--- config.mk ---
export PLATFORM = sky130hd
export DESIGN_NAME = mem_port_arbiter
export DESIGN_NICKNAME = d
export VERILOG_FILES = /design/src/rtl/mem_arb_pkg.sv /design/src/rtl/mem_port_arbiter_rr_pick2.sv /design/src/rtl/mem_port_arbiter.sv
export SDC_FILE = /design/constraint.sdc
export NUM_CORES = 1
export LEC_CHECK = 0
export ABC_CLOCK_PERIOD_IN_PS = 1600
export BUFFER_PORTS_ARGS = -buffer_cell sky130_fd_sc_hd__buf_2
export CAP_MARGIN = 40
export CORE_MARGIN = 2
export CORE_UTILIZATION = 41
export DETAILED_ROUTE_END_ITERATION = 6
export GPL_TIMING_DRIVEN = 0
export PLACE_DENSITY = 0.83
export RECOVER_POWER = 100
export SLEW_MARGIN = 20
export SYNTH_ARGS = -nofsm -noshare
export SYNTH_HDL_FRONTEND = slang
export SYNTH_SLANG_ARGS = --single-unit
--- constraint.sdc ---
create_clock -name clk -period 1.6 [get_ports clk]
set_input_delay 0.16 -clock clk [delete_from_list [all_inputs] [get_ports clk]]
set_output_delay 0.16 -clock clk [all_outputs]
set_load 0.05 [all_outputs]
--- src/rtl/mem_arb_pkg.sv ---
// ============================================================================
// mem_arb_pkg : shared types, defaults and helpers for mem_port_arbiter  | Rev 1.0
// ============================================================================
`default_nettype none

package mem_arb_pkg;

  typedef enum logic [1:0] {
    IDLE  = 2'd0,
    ISSUE = 2'd1,
    WAIT  = 2'd2,
    RESP  = 2'd3
  } state_e;

  localparam int DEF_ADDR_W  = 8;
  localparam int DEF_DATA_W  = 16;
  localparam int MEM_LAT_MIN = 1;
  localparam int MEM_LAT_MAX = 4;
  localparam int GCNT_W      = 16;

  localparam logic REQ_FETCH = 1'b0;
  localparam logic REQ_DATA  = 1'b1;

  function automatic logic [GCNT_W-1:0] sat_inc(input logic [GCNT_W-1:0] v);
    return (v == {GCNT_W{1'b1}}) ? v : v + 1'b1;
  endfunction

endpackage

`default_nettype wire

--- src/rtl/mem_port_arbiter_rr_pick2.sv ---
// ============================================================================
// rr_pick2 : combinational two-way pick; prio breaks a tie          | Rev 1.0
// ============================================================================
`default_nettype none

module rr_pick2
  import mem_arb_pkg::*;
(
  input  logic req0,
  input  logic req1,
  input  logic prio,
  output logic valid,
  output logic winner
);

  assign valid  = req0 | req1;
  assign winner = (req0 && req1) ? prio : (req1 ? REQ_DATA : REQ_FETCH);

endmodule

`default_nettype wire

--- src/rtl/mem_port_arbiter.sv ---
// ============================================================================
// mem_port_arbiter : fetch/data port arbiter onto one memory; grant counters
// only with MEM_ARB_STATS_EN defined                                 | Rev 1.0
// ============================================================================
`default_nettype none

module mem_port_arbiter
  import mem_arb_pkg::*;
#(
  parameter int ADDR_W  = DEF_ADDR_W,
  parameter int DATA_W  = DEF_DATA_W,
  parameter int MEM_LAT = 1
) (
  input  logic              clk,
  input  logic              reset,
  input  logic              req0,
  input  logic              req1,
  input  logic              we0,
  input  logic              we1,
  input  logic [ADDR_W-1:0] addr0,
  input  logic [ADDR_W-1:0] addr1,
  input  logic [DATA_W-1:0] wdata0,
  input  logic [DATA_W-1:0] wdata1,
  output logic              gnt0,
  output logic              gnt1,
  output logic              rvalid0,
  output logic              rvalid1,
  output logic [DATA_W-1:0] rdata0,
  output logic [DATA_W-1:0] rdata1,
  output logic              mem_en,
  output logic              mem_we,
  output logic [ADDR_W-1:0] mem_addr,
  output logic [DATA_W-1:0] mem_wdata,
  input  logic [DATA_W-1:0] mem_rdata,
  output logic              busy,
  output logic              owner,
  output logic [GCNT_W-1:0] gcnt0,
  output logic [GCNT_W-1:0] gcnt1
);

  localparam logic [2:0] LAST_CNT = 3'(MEM_LAT - 1);

  if (MEM_LAT < MEM_LAT_MIN || MEM_LAT > MEM_LAT_MAX) begin : g_bad_lat
    $error("mem_port_arbiter: MEM_LAT out of range");
  end

  state_e              state_q, state_d;
  logic                prio_q, prio_d;
  logic                owner_q, owner_d;
  logic                we_q, we_d;
  logic [ADDR_W-1:0]   addr_q, addr_d;
  logic [DATA_W-1:0]   wdata_q, wdata_d;
  logic [DATA_W-1:0]   rdata0_q, rdata0_d;
  logic [DATA_W-1:0]   rdata1_q, rdata1_d;
  logic [2:0]          cnt_q, cnt_d;
  logic                pick_valid;
  logic                pick_win;

  rr_pick2 u_pick (
    .req0   (req0),
    .req1   (req1),
    .prio   (prio_q),
    .valid  (pick_valid),
    .winner (pick_win)
  );

  always_ff @(posedge clk or negedge reset) begin
    if (!reset) begin
      state_q  <= IDLE;
      prio_q   <= REQ_FETCH;
      owner_q  <= REQ_FETCH;
      we_q     <= 1'b0;
      addr_q   <= '0;
      wdata_q  <= '0;
      rdata0_q <= '0;
      rdata1_q <= '0;
      cnt_q    <= '0;
    end else begin
      state_q  <= state_d;
      prio_q   <= prio_d;
      owner_q  <= owner_d;
      we_q     <= we_d;
      addr_q   <= addr_d;
      wdata_q  <= wdata_d;
      rdata0_q <= rdata0_d;
      rdata1_q <= rdata1_d;
      cnt_q    <= cnt_d;
    end
  end

  always_comb begin
    state_d  = state_q;
    prio_d   = prio_q;
    owner_d  = owner_q;
    we_d     = we_q;
    addr_d   = addr_q;
    wdata_d  = wdata_q;
    rdata0_d = rdata0_q;
    rdata1_d = rdata1_q;
    cnt_d    = cnt_q;
    case (state_q)
      IDLE: begin
        if (pick_valid) begin
          // The pointer moves to the loser so a held request wins next time.
          owner_d = pick_win;
          prio_d  = ~pick_win;
          we_d    = pick_win ? we1    : we0;
          addr_d  = pick_win ? addr1  : addr0;
          wdata_d = pick_win ? wdata1 : wdata0;
          state_d = ISSUE;
        end
      end
      ISSUE: begin
        cnt_d   = '0;
        state_d = we_q ? IDLE : WAIT;
      end
      WAIT: begin
        if (cnt_q == LAST_CNT) begin
          if (owner_q == REQ_DATA) rdata1_d = mem_rdata;
          else                     rdata0_d = mem_rdata;
          state_d = RESP;
        end else begin
          cnt_d = cnt_q + 3'd1;
        end
      end
      RESP:    state_d = IDLE;
      default: state_d = IDLE;
    endcase
  end

  assign gnt0      = (state_q == ISSUE) && (owner_q == REQ_FETCH);
  assign gnt1      = (state_q == ISSUE) && (owner_q == REQ_DATA);
  assign rvalid0   = (state_q == RESP)  && (owner_q == REQ_FETCH);
  assign rvalid1   = (state_q == RESP)  && (owner_q == REQ_DATA);
  assign mem_en    = (state_q == ISSUE);
  assign mem_we    = (state_q == ISSUE) && we_q;
  assign mem_addr  = addr_q;
  assign mem_wdata = wdata_q;
  assign rdata0    = rdata0_q;
  assign rdata1    = rdata1_q;
  assign busy      = (state_q != IDLE);
  assign owner     = owner_q;

`ifdef MEM_ARB_STATS_EN
  logic [GCNT_W-1:0] gcnt0_q, gcnt1_q;

  always_ff @(posedge clk or negedge reset) begin
    if (!reset) begin
      gcnt0_q <= '0;
      gcnt1_q <= '0;
    end else begin
      if (gnt0) gcnt0_q <= sat_inc(gcnt0_q);
      if (gnt1) gcnt1_q <= sat_inc(gcnt1_q);
    end
  end

  assign gcnt0 = gcnt0_q;
  assign gcnt1 = gcnt1_q;
`else
  assign gcnt0 = '0;
  assign gcnt1 = '0;
`endif

endmodule

`default_nettype wire

Word level (Yosys, flattened, before mapping)
Cells that the tools add are included.
Widths: inputs -> output; s select.
{"block": "totals", "ff_bits": 64, "input_bits": 70, "word_cells": 45, "out_inout_bits": 96}
{"block": "classes", "n_reduce_logical": 15, "bitwise_logic": 3, "mux": 11, "add_sub_neg": 1, "eq_ne": 6}
{"cell": "$mux 16", "count": 1}
{"cell": "$mux 8", "count": 1}
{"cell": "$pmux 2 s4", "count": 1}
{"cell": "$logic_and 1x1->1", "count": 6}
{"cell": "$mux 2", "count": 3}
{"cell": "$ne 2x2->1 const B", "count": 3}
{"cell": "$pmux 3 s2", "count": 1}
{"cell": "$reduce_and 2->1", "count": 3}
{"cell": "$reduce_and 3->1", "count": 2}
{"cell": "$eq 2x2->1 const B", "count": 2}
{"cell": "$reduce_bool 2->1", "count": 2}
{"cell": "$add 3x1->3 const B", "count": 1}
{"cell": "$logic_not 3->1", "count": 1}
{"cell": "$mux 1", "count": 3}
{"cell": "$mux 3", "count": 1}
{"cell": "$eq 2x1->1 const B", "count": 1}
{"cell": "$logic_not 2->1", "count": 1}
{"cell": "$not 1->1", "count": 2}
{"cell": "$or 1x1->1", "count": 1}

Longest topological paths before layout
{"block": "logic_depth", "depth_word": 3, "ltp_mapped": 6, "depth_no_buf": 5}

Cells and area by module
A second synthesis with hierarchy kept.
{"block": "unflattened", "hier_cells": 260, "area_unflattened_um2": 3153.0}
{"module": "mem_port_arbiter", "cells_per_inst": 257, "n_inst": 1, "seq_area_each_um2": 1601.5, "area_per_inst_um2": 3135.5}
{"module": "rr_pick2", "cells_per_inst": 3, "n_inst": 1, "seq_area_each_um2": 0.0, "area_per_inst_um2": 17.5}

Worst setup path before layout
No wires, ideal clock.
{"block": "synth_path", "path_type": "register -> register", "startpoint": "register owner_q (netlist: owner)", "endpoint": "register rdata1_q[10] (netlist: rdata1[10])", "path_stages_with_launch": 5, "setup_time_ns": 0.125, "arrival_time_ns": 1.525, "t_required_ns": 1.475, "period_less_slack_ns": 1.650, "setup_slack_ns": -0.050, "n_path_buf": 2, "cell_sequence": "dfrtp_1 > clkbuf_2 > nand4b_4 > buf_6 > mux2_4"}
{"block": "synth_between", "elab_chain_cells": 1}
{"item": "start: declaration", "line": "mem_port_arbiter.sv:49", "source": "logic owner_q, owner_d;"}
{"item": "start signal: assignment", "line": "mem_port_arbiter.sv:81", "source": "owner_q <= owner_d;"}
{"item": "$reduce_and 3->1 (no line)"}
{"item": "end signal: assignment", "line": "mem_port_arbiter.sv:86", "source": "rdata1_q <= rdata1_d;"}
{"item": "end: declaration", "line": "mem_port_arbiter.sv:54", "source": "logic [DATA_W-1:0] rdata1_q, rdata1_d;"}
Every way passes these cells.
A chain may end at the register's enable or synchronous reset.

Worst setup path in the final report
{"block": "layout_path", "startpoint": "register cnt_q[1]", "endpoint": "register rdata1_q[5] (netlist: rdata1[5])"}
{"block": "layout_between", "elab_chain_cells": 2}
{"item": "start: declaration", "line": "mem_port_arbiter.sv:55", "source": "logic [2:0] cnt_q, cnt_d;"}
{"item": "start signal: assignment", "line": "mem_port_arbiter.sv:87", "source": "cnt_q <= cnt_d;"}
{"item": "$logic_not 3->1", "line": "mem_port_arbiter.sv:118", "source": "if (cnt_q == LAST_CNT) begin"}
{"item": "$reduce_and 3->1 (no line)"}
Every way passes these cells.

==> reports/qor.yml <==
wl_per_cell_um: 13.4
max_freq_ghz: 0.627
whs_path_depth: 2
layout_commonest_cell: "buf_2"
hpwl_um: 5630
hold_viol: 0
track_usage_pct: 18.7
postRouteAntennaNets: 0
clock_latency_ps: 330
switching_share_pct: 50.9
whs_endpoint: "rdata0[5]"
skew_ps: 7.54
cts_tree: "done"
power_per_cell_area_nw_per_um2: 2360
clockPowerShare_pct: 15.0
drc: 0
layout_common_cells: "buf_2, clkbuf_1, dfrtp_1, inv_1, buf_4"
diodes: 0
path_buf_inv: 2
cts_buffers: 9
setup_viol: 0
gp_congestion: 0.766
reg2regPathDepth: 6
cpMaxStageDelayCell: "dfrtp_1"
p_seq_share_pct: 27.0
final.setup.worst_slack_ps: 4.83
vias_per_cell: 4.60
whs_ps: 79.0
worstSetupEndpointType: "register"
hp-class: "input port to register"
grt_remaining_overflow: 0
cts_sinks: 64
power_frac_comb_pct: 58.0
r2r_start: "cnt_q[1]"
ir_drop_v: 0.00109
rows: 32
path_delay_family: "flip-flops"
r2r_slack_ps: 5
rsz0062_at_grt: "yes"
first_iter_violations: 61
min_period_ps: 1600
yosys_warnings: 0
drtPass1Iterations: 4
clockBufferDepth: 2
initial_core_util_pct: 41.8
crit_type: "register to register"
synthCells: 287
dieArea_um2: 8520
p_int_mw: 5.24
slew_headroom_pct: 55.9
area_growth_pct: 41.1
multi_input_area_um2: 1210
fin_crit_sh_pct: 99.7
p_total_mw: 10.7
fin_nets: 547
final_max_slew_viol_count: 0
synth-seq-cells: 64
clk_pin_slew_ps: 70
io-pin-count: 166
chipWidth_um: 92.3
outcome: "finished clean"
switching_power_mw: 5.42
hp-start: "mem_rdata[5]"
core_area_um2: 7650
htreeDepth: 3
grt_start_max_net_pins: 65
p_leak_nw: 2.36
preCtsSetupSlack_ps: -150
max_stage_delay_ps: 400
root_buffer: "clkbuf_8"
synth.yosys.seq_area_share_pct: 50.1
first_global_vias: 2669
yosys.cell_types.count: 34
routed_wl_um: 7800
worstPathRequired_ps: 1810
grt_pass1_wl_um: 12500
final-seq-area_um2: 1600
worstPathArrival_ps: 1810
nFillCells: 659
worstMarginPinSlew_ps: 662
final_area_um2: 4510
synth.cell_area_um2: 3200
path_cells: "inv_2 -> ha_4 -> and2b_2 -> nand4b_4 -> clkbuf_16 -> mux2_4"
port_buffers: 133
final_util_pct: 59.0
cp-start-kind: "register"
antenna_found_initial: 0
die_h_um: 92.3
drive_gt1_share_pct: 40.0
drv_cap: 0
placed_area_um2: 4120
synth_area_per_cell_um2: 11.1
reg2reg_to: "rdata1[5]"
cp_max_fo: 5
routed-via-count: 2676
-- routing by layer --
metal  GRT usage [%]  vias up  part of all wire (%)
li1                -     1278                     -
met1            22.2     1230                    42
met2            31.4      154                    47
met3            5.04       14                   8.6
met4            8.71        0                   2.2
met5               0        -                     0
-- per-stage QoR --
stage                     TNS (ps)  std cells
final                            0        582
after global routing          -823        582
after CTS                    -5.15        577
after detailed placement     -2950        553
after global placement       -2550        553
after floorplan                  0        318
-- cells in the mapped netlist --
| cell type | count | share of area [%] |
|---|---|---|
| a31oi_1 | 1 | 0.20 |
| and2_1 | 2 | 0.39 |
| and2b_2 | 1 | 0.27 |
| and3_1 | 1 | 0.20 |
| buf_12 | 1 | 0.63 |
| buf_2 | 8 | 1.3 |
| buf_4 | 32 | 7.5 |
| buf_6 | 1 | 0.35 |
| clkbuf_1 | 3 | 0.35 |
| clkbuf_2 | 1 | 0.16 |
| conb_1 | 1 | 0.12 |
| dfrtp_1 | 64 | 50 |
| ha_1 | 2 | 0.78 |
| inv_1 | 54 | 6.3 |
| inv_2 | 1 | 0.12 |
| mux2_2 | 12 | 4.2 |
| mux2_4 | 20 | 9.4 |
| nand2_1 | 5 | 0.59 |
| nand2b_1 | 4 | 0.78 |
| nand3_2 | 2 | 0.63 |
| nand4b_4 | 1 | 0.74 |
| nand4bb_2 | 1 | 0.51 |
| nor2_1 | 3 | 0.35 |
| nor2_2 | 2 | 0.39 |
| nor2_4 | 1 | 0.35 |
| nor2b_1 | 1 | 0.20 |
| o211ai_1 | 1 | 0.23 |
| o21a_1 | 1 | 0.23 |
| o21ai_0 | 21 | 3.3 |
| o21ai_1 | 10 | 1.6 |
| o221ai_1 | 25 | 6.8 |
| o22a_1 | 1 | 0.27 |
| o22ai_1 | 2 | 0.39 |
| or2b_1 | 1 | 0.23 |
-- area by class of cell --
type / instances / area share [%]
timing repair buffer: 147 / 17.6
buffer: 45 / 7.57
clock buffer: 14 / 3.83
multi-input combinational: 153 / 26.7
sequential: 64 / 35.6
clock inverter: 2 / 1.33
inverter: 55 / 4.58
tap: 102 / 2.83
-- worst max-delay path by stage --
stage	start	endpoint	slack, ps	depth (start not counted)
6_report	cnt_q[1]	rdata1[5]	5	6
5_1_grt	cnt_q[1]	rdata1[6]	-70	6
4_1_cts	cnt_q[1]	rdata1[1]	-5	6
3_5_place_dp	cnt_q[0]	rdata1[3]	-150	6
3_3_place_gp	cnt_q[0]	rdata0[10]	-130	6
2_1_floorplan	cnt_q[0]	rdata1[10]	9	6
-- registers in the layout (all words and copies together) (netlist names), named ones only --
| name | flops |
|---|---|
| cnt_q | 3 |
| mem_addr | 8 |
| state_q | 1 |
| rdata0 | 16 |
| owner | 1 |
| we_q | 1 |
| mem_wdata | 16 |
| rdata1 | 16 |
| prio_q | 1 |
-- repair_timing --
item,in CTS,in global routing
pin swaps,2,2
hold endpoints to repair,64,0
endpoints found under the setup margin,31,39
buffers inserted,7,4
gates resized for setup,23,8
cloned,1,0
hold buffers,1,0
-- power by group through the flow --
stage / clock network (mW) / registers [mW] / logic [mW]
2_1_floorplan: 0 / 5.33 / 2.22
3_3_place_gp: 0 / 2.83 / 5.99
3_5_place_dp: 0 / 2.85 / 6.08
4_1_cts: 1.63 / 2.85 / 6.32
5_1_grt: 1.71 / 2.97 / 6.50
6_report: 1.60 / 2.88 / 6.19
-- logic make-up after synthesis --
group                    after synthesis  share of synthesized area (%)
AND/OR/NAND/NOR                       25                           5.64
multiplexers                          32                           13.6
AO/OA/AOI/OAI                         62                           13.0
adder cells (fa/ha/maj)                2                          0.783
other                                  1                          0.117
flip-flops                            64                           50.1
buffers and inverters                101                           16.7
(Power assumes the default switching activity.)
